$ cat src/rtl/relu_maxpool_pkg.sv
// Shared definitions for the post-convolution ReLU/max-pool stage: FSM
// state encodings and the flat row-major element offset used with conv_top.
package relu_maxpool_pkg;

   typedef enum logic [1:0] {
      ST_IDLE = 2'd0,
      ST_RUN  = 2'd1,
      ST_DONE = 2'd2
   } state_t;

   // Bit offset of element (r,c) in a row-major map of width w, element width dw.
   function automatic int elem_off(input int r, input int c, input int w, input int dw);
      return (r * w + c) * dw;
   endfunction

endpackage

$ cat src/rtl/relu_maxpool_pool_window_max.sv
// Combinational ReLU-max over one POOL x POOL window of signed elements.
// Negative elements count as zero, so the result is always non-negative.
module pool_window_max #(
   parameter int POOL   = 2,
   parameter int DATA_W = 8
) (
   input  logic [POOL*POOL*DATA_W-1:0] window,
   output logic [DATA_W-1:0]           max_out
);

   logic [DATA_W-1:0] elem;

   // NOTE: always_comb uses blocking assignments and gives every output a
   // default first, so the running max never implies a latch.
   always_comb begin
      max_out = '0;
      elem    = '0;
      for (int i = 0; i < POOL * POOL; i++) begin
         elem = window[i*DATA_W +: DATA_W];
         // Starting from zero and skipping MSB-set elements is the ReLU.
         if (!elem[DATA_W-1] && (elem > max_out))
            max_out = elem;
      end
   end

endmodule

$ cat src/rtl/relu_maxpool.sv
// ReLU + max-pooling stage after conv_top: latches the conv result on a
// pool_en rising edge, writes one pooled slot per clock, then pulses pool_fin.
module relu_maxpool
   import relu_maxpool_pkg::*;
#(
   parameter int IN_W        = 3,
   parameter int IN_H        = 3,
   parameter int DATA_W      = 8,
   parameter int POOL        = 2,
   parameter int POOL_STRIDE = 1,
   localparam int OUT_W      = (IN_W - POOL) / POOL_STRIDE + 1,
   localparam int OUT_H      = (IN_H - POOL) / POOL_STRIDE + 1
) (
   input  logic                          clk_en,
   input  logic                          rst_n,
   input  logic                          pool_en,
   input  logic [IN_W*IN_H*DATA_W-1:0]   feat_in,
   output logic [OUT_W*OUT_H*DATA_W-1:0] pool_out,
   output logic                          pool_fin,
   output logic                          busy
);

   localparam int OX_W = $clog2(OUT_W + 1);
   localparam int OY_W = $clog2(OUT_H + 1);

   generate
      if (POOL > IN_W || POOL > IN_H)
         $error("relu_maxpool: POOL must not exceed the input map size");
      if (POOL_STRIDE < 1)
         $error("relu_maxpool: POOL_STRIDE must be at least 1");
   endgenerate

   state_t                          state;
   logic                            pool_en_d;
   logic [OX_W-1:0]                 ox;
   logic [OY_W-1:0]                 oy;
   logic [IN_W*IN_H*DATA_W-1:0]     feat_q;
   logic [POOL*POOL*DATA_W-1:0]     window;
   logic [DATA_W-1:0]               win_max;
   logic                            start;
   logic                            last_slot;

   assign start     = pool_en & ~pool_en_d;
   assign last_slot = (ox == OX_W'(OUT_W - 1)) && (oy == OY_W'(OUT_H - 1));

   // Gather the current window from the captured map.
   always_comb begin
      window = '0;
      for (int wr = 0; wr < POOL; wr++) begin
         for (int wc = 0; wc < POOL; wc++) begin
            window[(wr*POOL+wc)*DATA_W +: DATA_W] =
               feat_q[elem_off(int'(oy) * POOL_STRIDE + wr,
                               int'(ox) * POOL_STRIDE + wc, IN_W, DATA_W) +: DATA_W];
         end
      end
   end

   pool_window_max #(
      .POOL   (POOL),
      .DATA_W (DATA_W)
   ) u_window_max (
      .window  (window),
      .max_out (win_max)
   );

   always_ff @(posedge clk_en) begin
      if (!rst_n) begin
         state     <= ST_IDLE;
         pool_en_d <= 1'b0;
         ox        <= '0;
         oy        <= '0;
         pool_out  <= '0;
         pool_fin  <= 1'b0;
         busy      <= 1'b0;
         // NOTE: feat_q is deliberately left out of reset; it is always
         // loaded on the start edge before anything reads it.
      end else begin
         pool_en_d <= pool_en;
         pool_fin  <= 1'b0;
         case (state)
            ST_IDLE: begin
               if (start) begin
                  feat_q   <= feat_in;
                  pool_out <= '0;
                  ox       <= '0;
                  oy       <= '0;
                  busy     <= 1'b1;
                  state    <= ST_RUN;
               end
            end
            ST_RUN: begin
               pool_out[elem_off(int'(oy), int'(ox), OUT_W, DATA_W) +: DATA_W] <= win_max;
               if (last_slot) begin
                  pool_fin <= 1'b1;
                  state    <= ST_DONE;
               end else if (ox == OX_W'(OUT_W - 1)) begin
                  ox <= '0;
                  oy <= oy + 1'b1;
               end else begin
                  ox <= ox + 1'b1;
               end
            end
            ST_DONE: begin
               busy  <= 1'b0;
               state <= ST_IDLE;
            end
            default: begin
               busy  <= 1'b0;
               state <= ST_IDLE;
            end
         endcase
      end
   end

endmodule
$ cat config.mk
export PLATFORM = sky130hd
export DESIGN_NAME = relu_maxpool
export DESIGN_NICKNAME = d
export VERILOG_FILES = /design/src/rtl/relu_maxpool_pkg.sv /design/src/rtl/relu_maxpool_pool_window_max.sv /design/src/rtl/relu_maxpool.sv
export SDC_FILE = /design/constraint.sdc
export NUM_CORES = 1
export LEC_CHECK = 0
export CAP_MARGIN = 20
export CORE_AREA = 10 10 265 140
export DETAILED_ROUTE_END_ITERATION = 12
export DIE_AREA = 0 0 275 150
export PLACE_DENSITY = 0.54
export SYNTH_ARGS = -nofsm -noshare
export SYNTH_HDL_FRONTEND = slang
export SYNTH_HIERARCHICAL = 1
export SYNTH_SLANG_ARGS = --single-unit
$ cat constraint.sdc
create_clock -name clk_en -period 13.55 [get_ports clk_en]
set_input_delay 1.355 -clock clk_en [delete_from_list [all_inputs] [get_ports clk_en]]
set_output_delay 1.355 -clock clk_en [all_outputs]
set_load 0.01 [all_outputs]
* Word level (Yosys, flattened, before mapping) *
Cells that the tools add are included.

word-level totals
  output and inout bits = 34
  bits in latches = 0
  memory bits (writable) = 0
  bits of input ports = 75
  memories = 0
  register bits = 113
  memory bits (read-only) = 0

cells by class
  order comparisons = 4
  multiplexer cells = 20
  shift-type cells = 6
  $mul = 2
  divide/modulo/power cells = 0
  bitwise operators = 3
  equal/unequal tests = 7
  reduce and logical (&&, ||, !) cells = 18
  add/subtract/negate cells = 10

operator list
  cell                     number
  $shiftx 72x32->8         3
  $shiftx 72x10->8         1
  $pmux 32 s2              1
  $add 29x3->29            2
  $neg 7->33               1
  $shift 8x33->32 const A  1
  $shiftx 8x33->32         1
  $bwmux 32                1
  $mux 32                  1
  $mux 8                   4
  $add 5x29->29            1
  $gt 8x8->1               3
  $mux 2                   7
  $pmux 2 s2               3
  $gt 8x1->1 const B       1
  $ne 2x2->1 const B       4
  $reduce_and 2->1         4
  $add 2x1->3 const B      2
  $add 5x3->6              1
  $eq 2x1->1 const B       3
  $reduce_and 3->1         2
  $logic_and 1x1->1        5
  $mul 3x2->5 const B      1
  $add 2x1->2 const B      2
  other kinds (10)         15

* Logic depth before layout (Yosys ltp) *
Gate-level depths: netlist of the first run.

  depth in word-level cells = 18
  depth in mapped cells = 41

* By module *
Netlist of the first run, hierarchy kept.

modules (own cells, without submodules)
  module           instances  area each (sq um)  sequential area each (sq um)  cells an instance
  relu_maxpool     1          6,745.2            2,982.9                       501
  pool_window_max  1          1,258.7            0.0                           165

* Worst setup path before layout of the first run *
No wires, ideal clock.

  kind = flip-flop to flip-flop
  from = register oy[0]
  to = register pool_out[0]
  period minus slack after synthesis = 8,224 ps
  setup time = 70 ps
  slack = 5,326 ps
  arrival = 8,153 ps
  buffers on the path = 2
  cell stages (with the launch flop) = 39
  data required time = 13,480 ps
  cell sequence = dfxtp_1 inv_1 ha_1 inv_1 fa_1 xnor2_2 mux4_2 mux2_2 a22oi_1 nor2_1 nor2b_1 inv_1 ha_1 nor2b_1 o211a_1 o21a_1 nor2_4 mux2_2 [... 3 more ...] a21o_1 a221oi_2 o22ai_1 a21oi_1 nand3b_2 mux2i_1 ha_1 a21o_1 a21o_1 a21oi_1 or2_1 buf_2 dlymetal6s2s_1 a21oi_1 a31o_2 nor3_1 nand2_1 a21oi_1

between the ends
  longest elaborated chain between the ends = 18
  elaborated cells between the ends (all ways) = 33
  classes of those cells = add/sub: 7; mul: 2; order compare: 4; shift: 6; mux: 6; reduce/logical: 8

RTL lines
  element                                        RTL line                            source
  start: declaration                             relu_maxpool.sv:36                  logic [OY_W-1:0] oy;
  start signal: assignment                       relu_maxpool.sv:98                  oy <= oy + 1'b1;
  $mul 2x2->4 *                                  relu_maxpool_pkg.sv:13              return (r * w + c) * dw;
  $add 29x3->29 *                                relu_maxpool_pkg.sv:13
  $shiftx 72x32->8 *                             relu_maxpool.sv:52                  feat_q[elem_off(int'(oy) * POOL_STRIDE + wr,
  named net window[7]                            relu_maxpool.sv:38                  logic [POOL*POOL*DATA_W-1:0] window;
  $gt 8x1->1 or $logic_not 1->1 (tied branches)  relu_maxpool_pool_window_max.sv:21  if (!elem[DATA_W-1] && (elem > max_out))
  $logic_and 1x1->1                              relu_maxpool_pool_window_max.sv:21
  $mux 8 *                                       relu_maxpool_pool_window_max.sv:21
  $gt 8x8->1                                     relu_maxpool_pool_window_max.sv:21
  [... 4 more ...]                               n/a
  $mux 8 *                                       relu_maxpool_pool_window_max.sv:21
  $gt 8x8->1                                     relu_maxpool_pool_window_max.sv:21
  $logic_and 1x1->1                              relu_maxpool_pool_window_max.sv:21
  $mux 8 *                                       relu_maxpool_pool_window_max.sv:21
  named net win_max[0]                           relu_maxpool.sv:39                  logic [DATA_W-1:0] win_max;
  $shiftx 8x33->32 *                             relu_maxpool.sv:92                  pool_out[elem_off(int'(oy), int'(ox), OUT_W, DATA_W) +: DATA_W] <= win_max;
  $bwmux 32 *                                    relu_maxpool.sv:92
  $pmux 32 s2 *                                  relu_maxpool.sv:80                  case (state)
  end signal: indexed assignment                 relu_maxpool.sv:92
  end: declaration                               relu_maxpool.sv:18                  output logic [OUT_W*OUT_H*DATA_W-1:0] pool_out,

Mark *: on every way through the listed nets, which the timed path passes. The rest lies on a longest branch.
A chain may end at the register's enable or synchronous reset.

* Worst setup path after layout of the first run *
  from = register ox[0]
  to = register pool_out[5]

between the ends
  elaborated cells between the ends (all ways) = 31
  classes of those cells = add/sub: 7; order compare: 4; shift: 6; mux: 6; reduce/logical: 8

RTL lines
  element                                        RTL line                            source
  start: declaration                             relu_maxpool.sv:35                  logic [OX_W-1:0] ox;
  start signal: assignment                       relu_maxpool.sv:100                 ox <= ox + 1'b1;
  $add 2x1->3 *                                  relu_maxpool.sv:53                  int'(ox) * POOL_STRIDE + wc, IN_W, DATA_W) +: DATA_W];
  $add 5x29->29 *                                relu_maxpool_pkg.sv:13
  $shiftx 72x32->8 *                             relu_maxpool.sv:52
  named net window[15]                           relu_maxpool.sv:38
  $gt 8x8->1 or $logic_not 1->1 (tied branches)  relu_maxpool_pool_window_max.sv:21
  $logic_and 1x1->1                              relu_maxpool_pool_window_max.sv:21
  $mux 8 *                                       relu_maxpool_pool_window_max.sv:21
  $gt 8x8->1                                     relu_maxpool_pool_window_max.sv:21
  $logic_and 1x1->1                              relu_maxpool_pool_window_max.sv:21
  $mux 8 *                                       relu_maxpool_pool_window_max.sv:21
  $gt 8x8->1                                     relu_maxpool_pool_window_max.sv:21
  $logic_and 1x1->1                              relu_maxpool_pool_window_max.sv:21
  $mux 8 *                                       relu_maxpool_pool_window_max.sv:21
  named net win_max[5]                           relu_maxpool.sv:39
  $shiftx 8x33->32 *                             relu_maxpool.sv:92
  $bwmux 32 *                                    relu_maxpool.sv:92
  $pmux 32 s2 *                                  relu_maxpool.sv:80

Marked as above.

==> impl_summary.txt, run 1 <==
----------------------------------------------------
[Placement]
  Final weighted congestion in routability-driven placement ... 0.8817
  Quantity of I/O buffers inserted on ports ... 108
  HPWL after detailed placement ... 18810 um

[Timing]
  Tmin final ... 9908 ps
  RSZ-0062 raised after global routing ... no
  Hold_ws ... 462.6 ps
  Slew Viols, Final ... 0
  Setup violation total in the final timing report ... 0
  Total negative slack ... 0 ps
  Worst clock skew ... approximately 12 ps
  Slew margin rel. ... 31.79%
  Period utilisation layout ... 73.12%
  Slew at the pin closest to its max-slew limit ... slightly above 1000 ps
  Highest attainable clock frequency ... 0.1009 GHz
  Number of hold violations in the final report ... 0

[Floorplan]
  Number of top-level pins ... ~110
  Vertical die dimension ... about 150 um
  Initial Utilization ... 24.57%
  Count of standard-cell rows ... 47
  Die extent in x ... 275 um
  DIE AREA ... roughly 0.041 mm^2
  Core ar. ... 0.03258 mm^2

[Clock tree]
  Maximum clock insertion buffer count ... 2
  Sink Count ... 113
  Clock tree root buffer cell ... clkbuf_16
  Cts repair resizes ... 0
  Clock latency of the later-clocked register in the worst-skew pair ... 440 ps
  Count of hold-fix buffers inserted at cts ... 0
  H-Tree Depth ... 4
  Clock tree from TritonCTS ... yes
  Number of buffers inserted during clock tree synthesis ... 17
  Post-CTS Setup Inserts ... 0
  Clock-pin transition on the worst setup and hold timing paths ... ~60 ps

[Run]
  Maxcap violations ... 0

[Synthesis]
  Most used flip-flop cell after synthesis ... edfxtp_1
  Synthesized cell area ... 0.008004 mm^2
  Area share of the largest cell type after synthesis ... between 20% and 30%
  Number of library cell types mapped by synthesis ... 73
  Largest cells by area after synthesis ... edfxtp_1, mux4_2, dfxtp_1
  Total number of yosys warnings ... 6
  Post-synthesis cell type with the largest combined area ... edfxtp_1
  Flop and latch count out of synthesis ... 113
  Number of synthesized flops with an enable pin ... 72
  Part of the Yosys area used for sequential elements ... approximately 37%
  Number of cells produced by synthesis ... 666
  Per-instance average area after synthesis ... 12.02 um^2
  Share of synthesized flip-flops with an asynchronous set or reset ... 0%

[Critical path]
  Slowest-stage cell, CP ... xor2_1
  Worst Path Arrival ... 10270 ps
  Cell occurring most often along the worst timing path ... a21oi_1
  Largest stage delay, worst path ... between 800 and 900 ps
  Endpoint kind of the worst setup timing path ... flip-flop
  Start-to-end type of the worst setup path ... reg -> reg
  Startpoint type of the worst setup path ... flip-flop
  Biggest fanout along the worst timing path ... 14
  Required time at the worst-slack endpoint ... 13910 ps

[Cells and area]
  Multi-input gate area ... 0.004690 mm^2
  Synthesis-to-finish area growth ... 26.18%
  Filler Cell Count ... about 3300
  Ant diodes ... 0
  Fraction of final layout cells with drive strength greater than 1 ... 17.16%
  Final #Nets ... 894
  Area occupied by registers ... about 0.003 mm^2
  Most frequent standard cell in the layout excluding fill and tap cells ... clkdlybuf4s50_1
  Most frequent cells in the layout ... clkdlybuf4s50_1, edfxtp_1, mux2i_1

[GRT]
  Maximum number of pins on one net before global-route repair ... 73
  Initial antenna violation count ... 1
  GRT Overall Usage ... 12.02%
  Via count of the first global-routing pass ... 6096
  First-pass GRT wire length ... 37470 um
  Global routing usage on met3 ... roughly 4%
  Aggregate global routing overflow ... 0
  Met2 layer usage reported by global route ... 17.14%
  Busiest metal layer after global routing ... met1
  Routing usage on met1 ... about 17%

[Run status]
  Status ... complete, no violations

[Detailed routing]
  Number of search-and-repair iterations in the first detailed-routing pass ... 7
  Routed Antenna Nets ... 0
  Via count ... 6042
  Avg WL per Cell ... approximately 20 um
  Post-detailed-routing wire length ... 24470 um
  Ratio of routed vias to standard cells ... 4.944
  DRC violation count after routing ... 0
  1st-iter DRT viols ... 576

[Pwr]
  Power per cell area ... roughly 120 mW/mm^2
  Leakage dissipation ... 3.609 nW
  Worst-case vdd ir drop ... around 0.078 mV
  Pwr Total ... 1.236 mW

[Hold path]
  Type of the tightest min-delay check ... reg -> reg

----------------------------------------------------
[critical path: cells and delay by family (launching register included)]
kind | cells | cell delay [ps]
XOR/XNOR | 1 | 840
flip-flops | 1 | 630
AND/OR/NAND/NOR | 8 | 2270
buffers and inverters | 4 | 680
adder cells (fa/ha/maj) | 5 | 1660
AO/OA/AOI/OAI | 13 | 2440
multiplexers | 3 | 1310
[metrics by stage]
stage / setup slack [ps] / area (um^2) / cells / utilization, %
2_1_floorplan: 5326 / 8011 / 668 / -
3_3_place_gp: 3776 / 9485 / 1190 / 29.12
3_5_place_dp: 3756 / 9485 / 1190 / 29.12
4_1_cts: 3719 / 10100 / 1222 / 31.00
5_1_grt: 2895 / 10100 / 1222 / 31.00
6_report: 3642 / 10100 / 1222 / 31.00
[synth_stat cells, types with 8 or more instances]
cell type / count
nand3_1: 27
o2bb2ai_1: 17
nor2b_1: 11
or2_2: 8
a22o_1: 17
ha_1: 47
nor4b_1: 8
mux2i_1: 56
mux2_2: 13
inv_1: 36
a21oi_1: 41
a21o_1: 8
nor2_1: 29
edfxtp_1: 72
and2_1: 13
a22oi_1: 10
nand2_1: 20
nor3_1: 10
dfxtp_1: 41
mux4_2: 43
[sequential cells by signal, indices dropped and copies added, names as in the netlist]
register / count
feat_q: 72
pool_en_d: 1
pool_out: 32
pool_fin: 1
state: 2
ox: 2
busy: 1
oy: 2
[logic make-up after synthesis]
kind of cell | count (synthesis) | synth area share (%)
AND/OR/NAND/NOR | 169 | 12.94
AO/OA/AOI/OAI | 133 | 12.46
multiplexers | 117 | 22.57
flip-flops | 113 | 37.27
buffers and inverters | 69 | 4.487
adder cells (fa/ha/maj) | 51 | 8.348
XOR/XNOR | 12 | 1.829
other | 2 | 0.09383
[report_power, final]
| group | internal (mW) | switching, mW |
|---|---|---|
| clock | 0.287 | 0.178 |
| sequential | 0.380 | 0.0103 |
| combinational | 0.165 | 0.216 |
| total | 0.831 | 0.405 |
[worst paths after layout]
kind                            startpoint           to  slack (ps)  depth (start not counted)
worst max-delay path                 ox[0]  pool_out[5]        3640                         34
worst min-delay path                  busy         busy         460                          2
worst max register to register       ox[0]  pool_out[5]        3640                         34
worst min register to register        busy         busy         460                          2
[metal layers]
metal / vias to the layer above / share of wire, %
met4: 0 / 0.79
li1: 2807 / -
met1: 3039 / 50
met5: - / 0
met3: 18 / 6.4
met2: 178 / 43
[final cells by class]
cell class                 instances  share of cell area [%]
multi-input combinational        486                   46.43
sequential                       113                   29.53
timing repair buffer             114                   11.15
tap                              441                   5.463
clock buffer                      20                   4.955
inverter                          36                   1.338
clock inverter                    12                   1.127
(Power assumes the default switching activity.)
==> run 2: changes to the inputs <==
--- a/config.mk
+++ b/config.mk
@@ -9,7 +9,7 @@
 export CORE_AREA = 10 10 265 140
 export DETAILED_ROUTE_END_ITERATION = 12
 export DIE_AREA = 0 0 275 150
-export PLACE_DENSITY = 0.54
+export PLACE_DENSITY = 0.56
 export SYNTH_ARGS = -nofsm -noshare
 export SYNTH_HDL_FRONTEND = slang
 export SYNTH_HIERARCHICAL = 1
==> constraint.sdc (replaced) <==
create_clock -name clk_en -period 8.8 [get_ports clk_en]
set_input_delay 0.88 -clock clk_en [delete_from_list [all_inputs] [get_ports clk_en]]
set_output_delay 0.88 -clock clk_en [all_outputs]
set_load 0.01 [all_outputs]
==> impl_summary.txt, run 2 (synthesized netlist as in run 1, its figures left out) <==
----------------------------------------------------
[Timing]
  Period utilisation layout ... 92.58% (+19 points)
  RSZ-0062 raised after global routing ... no
  Setup violation total in the final timing report ... 0 (unchanged)
  Slew margin rel. ... 35.64% (+3.8 points)
  Total negative slack ... 0 ps (unchanged)
  Highest attainable clock frequency ... 0.1228 GHz (+22%)
  Slew at the pin closest to its max-slew limit ... 965.5 ps (-54.23 ps)
  Tmin final ... 8147 ps (-1761 ps)
  Worst clock skew ... 9.520 ps (-2.593 ps)
  Number of hold violations in the final report ... 0 (unchanged)
  Slew Viols, Final ... 0 (unchanged)

[Detailed routing]
  Total length of routed met2 wires ... 10810 um (+3.8%)
  Max layer used ... met4
  Routed length on met1 ... 12420 um (+0.93%)
  DRC violation count after routing ... 0 (unchanged)
  Number of search-and-repair iterations in the first detailed-routing pass ... 5 (-2)
  Via count ... 6125 (+1.4%)
  Met3 wire length ... 1502 um (-3.8%)
  Avg WL per Cell ... 19.69 um (-1.7%)
  Routed Antenna Nets ... 0 (unchanged)
  Post-detailed-routing wire length ... 24890 um (+1.7%)
  1st-iter DRT viols ... 424 (-26%)
  Ratio of routed vias to standard cells ... 4.846 (-2.0%)

[Clock tree]
  Maximum clock insertion buffer count ... 2 (unchanged)
  Post-CTS Setup Inserts ... 0 (unchanged)
  Clock tree root buffer cell ... clkbuf_16
  Number of buffers inserted during clock tree synthesis ... 17 (unchanged)
  H-Tree Depth ... 4 (unchanged)
  Sink Count ... 113 (unchanged)
  Clock latency of the later-clocked register in the worst-skew pair ... 440 ps (about the same)
  Clock tree from TritonCTS ... yes
  Clock-pin transition on the worst setup and hold timing paths ... 60 ps (about the same)

[Floorplan]
  Number of top-level pins ... 109 (unchanged)
  Count of standard-cell rows ... 47 (unchanged)
  Vertical die dimension ... 150 um (unchanged)
  Core ar. ... 0.03258 mm^2 (unchanged)
  Die extent in x ... 275 um (unchanged)
  Initial Utilization ... 24.57% (unchanged)
  DIE AREA ... 0.04125 mm^2 (unchanged)

[Hold path]
  Type of the tightest min-delay check ... reg -> reg
  Hold Path Depth ... 2 (unchanged)
  Worst Hold Path EP ... busy
  Start point of the worst hold path ... busy

[Pwr]
  Power per cell area ... 188.0 mW/mm^2 (+54%)
  Logic pwr share ... 33.2% (+2.4 points)
  Share of total power in the clock network ... 36.3% (-1.3 points)
  Net switching fraction of the power ... 30.90% (-1.8 points)
  Worst-case vdd ir drop ... 0.1355 mV (+74%)
  Internal Power ... 1.361 mW (+64%)
  Part of the total power dissipated in sequential elements ... 30.5% (-1.1 points)
  Pwr Total ... 1.970 mW (+59%)
  Switching pwr ... 0.6087 mW (+50%)
  Leakage dissipation ... 3.826 nW (+6.0%)

[Critical path]
  Startpoint type of the worst setup path ... flip-flop
  Start-to-end type of the worst setup path ... reg -> reg
  Endpoint kind of the worst setup timing path ... flip-flop
  Required time at the worst-slack endpoint ... 9170 ps (-4740 ps)
  R2R Path End ... pool_out[0]
  Cell occurring most often along the worst timing path ... ha_1
  Biggest fanout along the worst timing path ... 7 (-7)
  Register-to-Register Setup Slack ... 650 ps (-2990 ps)
  Largest stage delay, worst path ... 550 ps (-290 ps)
  Depth of the worst register-to-register path ... 35 (+2.9%)
  Count of buffering cells on the critical path with inverters included ... 6 (+2)
  R2R Path Start ... ox[0]
  Worst Path Arrival ... 8510 ps (-1760 ps)
  Cell type group with the largest total delay on the critical path ... compound AO/OA/AOI/OAI gates
  Slowest-stage cell, CP ... fa_1
  Critical path launch point ... ox[0]

[Cells and area]
  Most frequent cells in the layout ... clkdlybuf4s50_1, edfxtp_1, mux2i_1
  Largest registers in the final layout ... feat_q: 72 flops, pool_out: 32 flops
  Final design utilization ... 32.17% (+1.2 points)
  Synthesis-to-finish area growth ... 30.94%
  Area occupied by registers ... 0.002987 mm^2 (+0.13%)
  Most frequent standard cell in the layout excluding fill and tap cells ... clkdlybuf4s50_1
  Multi-input gate area ... 0.004728 mm^2 (+0.83%)
  Largest reg by FF count ... feat_q
  Fraction of final layout cells with drive strength greater than 1 ... 21.63% (+4.5 points)
  Filler Cell Count ... 3294 (-0.78%)
  Final #Nets ... 936 (+4.7%)
  Max reg flops ... 72 (unchanged)
  Ant diodes ... 0 (unchanged)

[GRT]
  Via count of the first global-routing pass ... 6087 (-0.15%)
  Maximum number of pins on one net before global-route repair ... 73 (unchanged)
  Initial antenna violation count ... 0 (-1)
  GRT Overall Usage ... 12.14% (+0.12 points)
  Aggregate global routing overflow ... 0 (unchanged)
  First-pass GRT wire length ... 37750 um (+0.74%)

[Placement]
  HPWL after detailed placement ... 19270 um (+2.5%)
  Quantity of I/O buffers inserted on ports ... 108 (unchanged)
  Final weighted congestion in routability-driven placement ... 0.9111 (+3.3%)

[Run]
  Maxcap violations ... 0 (unchanged)

[Run status]
  Status ... complete, no violations

----------------------------------------------------
-- run 2: power groups by stage --
| stage | clock network (mW) | registers [mW] | logic [mW] |
|---|---|---|---|
| floorplan | 0 | 0.608 | 0.407 |
| global route | 0.757 | 0.602 | 0.719 |
| detailed placement | 0 | 0.610 | 0.646 |
| CTS | 0.733 | 0.600 | 0.651 |
| finish | 0.716 | 0.600 | 0.654 |
| global placement | 0 | 0.610 | 0.639 |
-- run 2: worst max-delay path by stage --
| stage | end | depth (start not counted) |
|---|---|---|
| final | pool_out[0] | 35 |
| after global routing | pool_out[20] | 42 |
| after CTS | pool_out[5] | 33 |
| after detailed placement | pool_out[5] | 33 |
| after global placement | pool_out[0] | 33 |
| after floorplan | pool_out[0] | 38 |
-- run 2: timing repair --
item,4_1_cts,5_1_grt
hold buffers,0,0
setup endpoints to repair,0,28
gates resized for setup,0,9
-- run 2: cell type report --
class                           count  area share, %
Clock buffer                       27          5.623
Timing Repair Buffer              156          13.91
Clock inverter                      5         0.2985
Tap cell                          441          5.265
Inverter                           36          1.289
Sequential cell                   113          28.50
Multi-Input combinational cell    486          45.12
-- run 2: layer usage --
| layer | GRT usage [%] | up-vias |
|---|---|---|
| li1 | - | 2876 |
| met5 | 0 | - |
| met4 | 2.447 | 0 |
| met1 | 16.95 | 3089 |
| met2 | 17.77 | 144 |
| met3 | 4.206 | 16 |
-- run 2: worst register-to-register path: cells and delay by family, from the launching register on --
family / cells / cell delay [ps]
AOI/OAI and AO/OA: 10 / 2020
xor gates and xnor gates: 1 / 260
adders and majority gates: 5 / 1680
buffers and inverters: 6 / 840
DFF: 1 / 320
muxes: 3 / 1070
and+or+nand+nor: 10 / 1910
-- run 2: through the flow --
stage,instance area (um^2),setup slack (ps),cells,hold WS [ps]
floorplan,8011,576.1,668,467.6
global placement,9813,349.2,1232,442.0
detailed placement,9813,177.5,1232,457.5
CTS,10430,128.0,1264,465.8
global route,10480,50.73,1264,491.6
finish,10480,653.4,1264,460.9
==> patch 1: new RTL, flow settings as in run 2 <==
Register the input `feat_in` before use, with the module's reset. The logic sees it one clock later. The other inputs are not delayed to match.
--- a/src/rtl/relu_maxpool.sv
+++ b/src/rtl/relu_maxpool.sv
@@ -24,2 +24,12 @@
    localparam int OY_W = $clog2(OUT_H + 1);
+
+   logic [IN_W*IN_H*DATA_W-1:0] feat_r;
+
+   always_ff @(posedge clk_en) begin
+      if (!rst_n) begin
+         feat_r <= '0;
+      end else begin
+         feat_r <= feat_in;
+      end
+   end
 
@@ -82,3 +92,3 @@
                if (start) begin
-                  feat_q   <= feat_in;
+                  feat_q   <= feat_r;
                   pool_out <= '0;
Formal check against the unedited RTL: not equivalent (Yosys sat finds a counterexample within 4 cycles, from zero or initial values and one cycle with rst_n low).
==> patch 1 against run 2 <==
  * Total power grew 20%
  * Synthesized area grew 22%
  * Worst setup slack lost 0.17 ns
  * Sequential cell count increased by 72
  * Sequential share of layout area grew 8.0 points
  * Count of clock-buffer cells in the layout fell by 7
  * Critical path type unchanged
  * Critical endpoint unchanged
  * Cell area increased by 16%
  * Routed wire length grew 5.4%
==> patch 1: results (changes against run 2) <==
met3 usage=5.10% (was 4.21%); Post-synth top cells=113 x dfxtp_1, 77 x and2_1, 72 x edfxtp_1 (was 72 x edfxtp_1, 56 x mux2i_1, 47 x ha_1); Placer Congestion=0.922 (was 0.911); GRT Total Usage=12.8% (was 12.1%); vias per cell=4.88 (was 4.85); peak supply drop=0.141 mV (was 0.136 mV); synth top area cells=dfxtp_1 23%, edfxtp_1 22%, mux4_2 9.0% (was edfxtp_1 27%, mux4_2 12%, dfxtp_1 10%); CTS max path bufs=2 (unchanged); post-placement cell count=1348 (was 1232); Clock Skew=0.00722 ns (was 0.00952 ns); CP max stage cell=ha_4 (was fa_1); synth unique cells=71 (was 73); crit path DAT=8.66 ns (was 8.51 ns); Finished Layout Cells=1380 (was 1264); WL met1=13.5 mm (was 12.4 mm); final period utilization=94.5% (was 92.6%); FILL cells=3168 (was 3294); Placed Instance Area=0.0114 mm^2 (was 0.00981 mm^2); outcome=completed (unchanged); met2 usage=16.7% (was 17.8%); vias in the first global route=6670 (was 6087); pre-CTS setup slack=0.181 ns (was 0.178 ns); ys flop type=dfxtp_1 (was edfxtp_1); Iteration-0 DRC Markers=657 (was 424); share of cells above drive strength 1=17.8% (was 21.6%); Post-DP HPWL=20.2 mm (was 19.3 mm); clock period minus worst slack=8.32 ns (was 8.15 ns); ant diodes=0 (unchanged); met1 Use GR=19.0% (was 16.9%); critical path's largest stage delay=0.79 ns (was 0.55 ns); met3 WL=2.10 mm (was 1.50 mm); Max FO, Critical Path=44 (was 7); DR WL/cell=19.0 um (was 19.7 um); R2R depth=34 (was 35); biggest regs=feat_q (72), feat_r (72), pool_out (32) (was feat_q (72), pool_out (32)); Compound-Gate Fraction of Synth Area=10.2% (was 12.5%); metal2 WL=10.4 mm (was 10.8 mm); Synth Area in XOR/XNOR=1.42% (was 1.83%); Hold Path Cell Cnt=0 (was 2); Mapped Avg Cell Area=12.0 um^2 (about the same); mux contribution to synthesized area=18.0% (was 22.6%)
patch 1: cell count changes in the layout (fill, tap and decap cells not counted), moves of 7 or more:
cell | run 2 | this run
buf_4 | 46 | 26
dfxtp_1 | 40 | 112
and2_1 | 13 | 77
nand3_1 | 27 | 9
or2_2 | 8 | 1
a22o_1 | 17 | 24
nor3_2 | 2 | 9
a22oi_1 | 10 | 1
nor2b_1 | 10 | 26
patch 1: cell type report:
type	count	area, um^2	area share [%]
inverters	35	131	1.08
clock buffers	20	489	4.04
flip-flops and latches	185	4430	36.5
repair buffers	135	1290	10.7
clock inverters	12	143	1.18
multi-input cells	552	5090	42.0
well taps	441	552	4.55
patch 1: path summary, 6_finish.rpt:
path              start           to  slack, ns
max reg2reg       oy[0]  pool_out[0]       0.48
min          feat_r[24]   feat_q[24]       0.40
min reg2reg  feat_r[24]   feat_q[24]       0.40
max               oy[0]  pool_out[0]       0.48
patch 1: power breakdown:
part	internal, uW	total, uW	switching [uW]
registers	928	950	22.7
logic	287	621	334
clock network	422	798	375
==> patch 2: new RTL, config.mk and constraints of run 2 <==
Made on the original files. The 3 states of `state_t` get a one-hot encoding in 3 bits.
--- a/src/rtl/relu_maxpool_pkg.sv
+++ b/src/rtl/relu_maxpool_pkg.sv
@@ -4,6 +4,6 @@
 
-   typedef enum logic [1:0] {
-      ST_IDLE = 2'd0,
-      ST_RUN  = 2'd1,
-      ST_DONE = 2'd2
+   typedef enum logic [2:0] {
+      ST_IDLE = 3'b001,
+      ST_RUN  = 3'b010,
+      ST_DONE = 3'b100
    } state_t;
Function: no difference found for any inputs over 4 cycles, from zero or initial values and one cycle with rst_n low; so few cycles prove little.
==> patch 2 against run 2 <==
  * Critical path depth increased by 2
  * Sequential cell count increased by 1
  * Synthesized area decreased by 1.9%
  * Global-route usage increased by 0.85 points
  * Highest routed layer unchanged
  * Routed wire length increased by 6.9%
  * Worst setup slack got worse by 0.30 ns
  * Cell area decreased by 0.67%
  * Maximum frequency decreased by 3.6%
  * Sequential share of layout area increased by 0.35 points
Power is not compared: it rests on default switching activity, and its combinational part moved more than twofold at a synthesized area within 25%.
==> patch 2: results (changes against run 2) <==
Hold Fails Final Rpt=0 (unchanged); clock latency on the worst-skew pair=0.44 ns (about the same); Post-DP HPWL=21.2 mm (was 19.3 mm); CP max stage cell=mux4_2 (was fa_1); Clock Skew=0.0100 ns (was 0.00952 ns); outcome=completed (unchanged); global-route wire length before repair=40.8 mm (was 37.7 mm); Max FO, Critical Path=8 (was 7); post-placement cell count=1321 (was 1232); synth top area cells=edfxtp_1 28%, dfxtp_1 11%, mux2i_1 8.4% (was edfxtp_1 27%, mux4_2 12%, dfxtp_1 10%); peak supply drop=0.107 mV; largest net degree at the start of global routing=55 (was 73); CTS max path bufs=2 (unchanged); Layout Nets=1026 (was 936); H-Tree Level Count=4 (unchanged); Hold WC Path Type=flop to flop (unchanged); Synth Area in Adders=8.51% (was 8.35%); synth unique cells=74 (was 73); hold_ws=0.474 ns (was 0.461 ns); initial antenna violation count=0 (unchanged); mux contribution to synthesized area=15.7% (was 22.6%); Leakage=0.00377 uW; clock period minus worst slack=8.45 ns (was 8.15 ns); Iteration-0 DRC Markers=630 (was 424); GRT Total Usage=13.0% (was 12.1%); Post-synth top cells=72 x edfxtp_1, 66 x mux2i_1, 61 x nand3_1 (was 72 x edfxtp_1, 56 x mux2i_1, 47 x ha_1); Placed Instance Area=0.00979 mm^2 (was 0.00981 mm^2); Hold Path Cell Cnt=2 (unchanged); pre-CTS setup slack=0.305 ns (was 0.178 ns); FILL cells=3371 (was 3294); Pre-antenna DRT Iters=5 (unchanged); relative slew slack=38.1% (was 35.6%); R2R setup slack=0.35 ns (was 0.65 ns); critical path's largest stage delay=0.58 ns (was 0.55 ns); Placer Congestion=0.941 (was 0.911); DRT Wirelength=26.6 mm (was 24.9 mm); Compound-Gate Fraction of Synth Area=14.5% (was 12.5%); R2R Path End=pool_out[24] (was pool_out[0]); number of flops mapped to enable cells by yosys=72 (unchanged); Hold Path Sink=pool_out[23] (was busy); Finished Layout Cells=1354 (was 1264); min-delay src=pool_out[23] (was busy); R2R depth=37 (was 35); vias per cell=4.95 (was 4.85); Syn Inst Count=738 (was 666); biggest regs=feat_q (72), pool_out (32), state (3) (was feat_q (72), pool_out (32)); register area share after synthesis=38.2% (was 37.3%); vias in the first global route=6595 (was 6087); Yosys Warn Count=6 (unchanged); ys flop type=edfxtp_1 (unchanged); crit path DAT=8.80 ns (was 8.51 ns); share of cells above drive strength 1=19.1% (was 21.6%); Synth Area in XOR/XNOR=2.10% (was 1.83%)
## patch 2: report_power, final
part / switching, uW / internal [uW] / leakage, uW
Sequential: 10.9 / 587 / 0.00100
Combinational: 142 / 133 / 0.00248
Clock: 255 / 403 / 0.000284
## patch 2: area by class of cell
| type | count | area, um^2 | share of cell area (%) |
|---|---|---|---|
| clock inverter | 7 | 47.5 | 0.457 |
| multi-input combinational | 557 | 4540 | 43.6 |
| sequential | 114 | 3000 | 28.8 |
| inverter | 32 | 120 | 1.15 |
| timing repair buffer | 178 | 1630 | 15.7 |
| clock buffer | 25 | 515 | 4.95 |
| tap | 441 | 552 | 5.30 |
## patch 2: routing by layer
| metal | up-vias | GRT usage (%) | routed length [um] | share of wire, % |
|---|---|---|---|---|
| li1 | 3129 | - | - | - |
| met1 | 3300 | 19.4 | 13400 | 50 |
| met4 | 0 | 3.72 | 445 | 1.7 |
| met2 | 244 | 17.0 | 10500 | 39 |
| met3 | 29 | 4.27 | 2300 | 8.6 |
| met5 | - | 0 | 0 | 0 |
## patch 2: how the worst max path moves through the flow
stage	from	end	depth (start not counted)
after global placement	ox[0]	pool_out[24]	37
final	ox[0]	pool_out[24]	37
after floorplan	oy[0]	pool_out[24]	38
after detailed placement	ox[0]	pool_out[24]	36
after global routing	ox[0]	pool_out[28]	39
after CTS	ox[0]	pool_out[24]	36
## patch 2: worst max-delay path: cells and delay by family, from the launching register on
family / cells / cell delay (ns)
DFF: 1 / 0.41
muxes: 4 / 1.44
buffers and inverters: 8 / 1.06
AOI/OAI and AO/OA: 5 / 0.80
adders and majority gates: 5 / 1.59
and+or+nand+nor: 15 / 3.07
## patch 2: what timing repair did
| action | CTS | global route |
|---|---|---|
| gates resized for setup | 0 | 9 |
| buffers inserted | 0 | 1 |
| setup endpoints to repair | 0 | 24 |
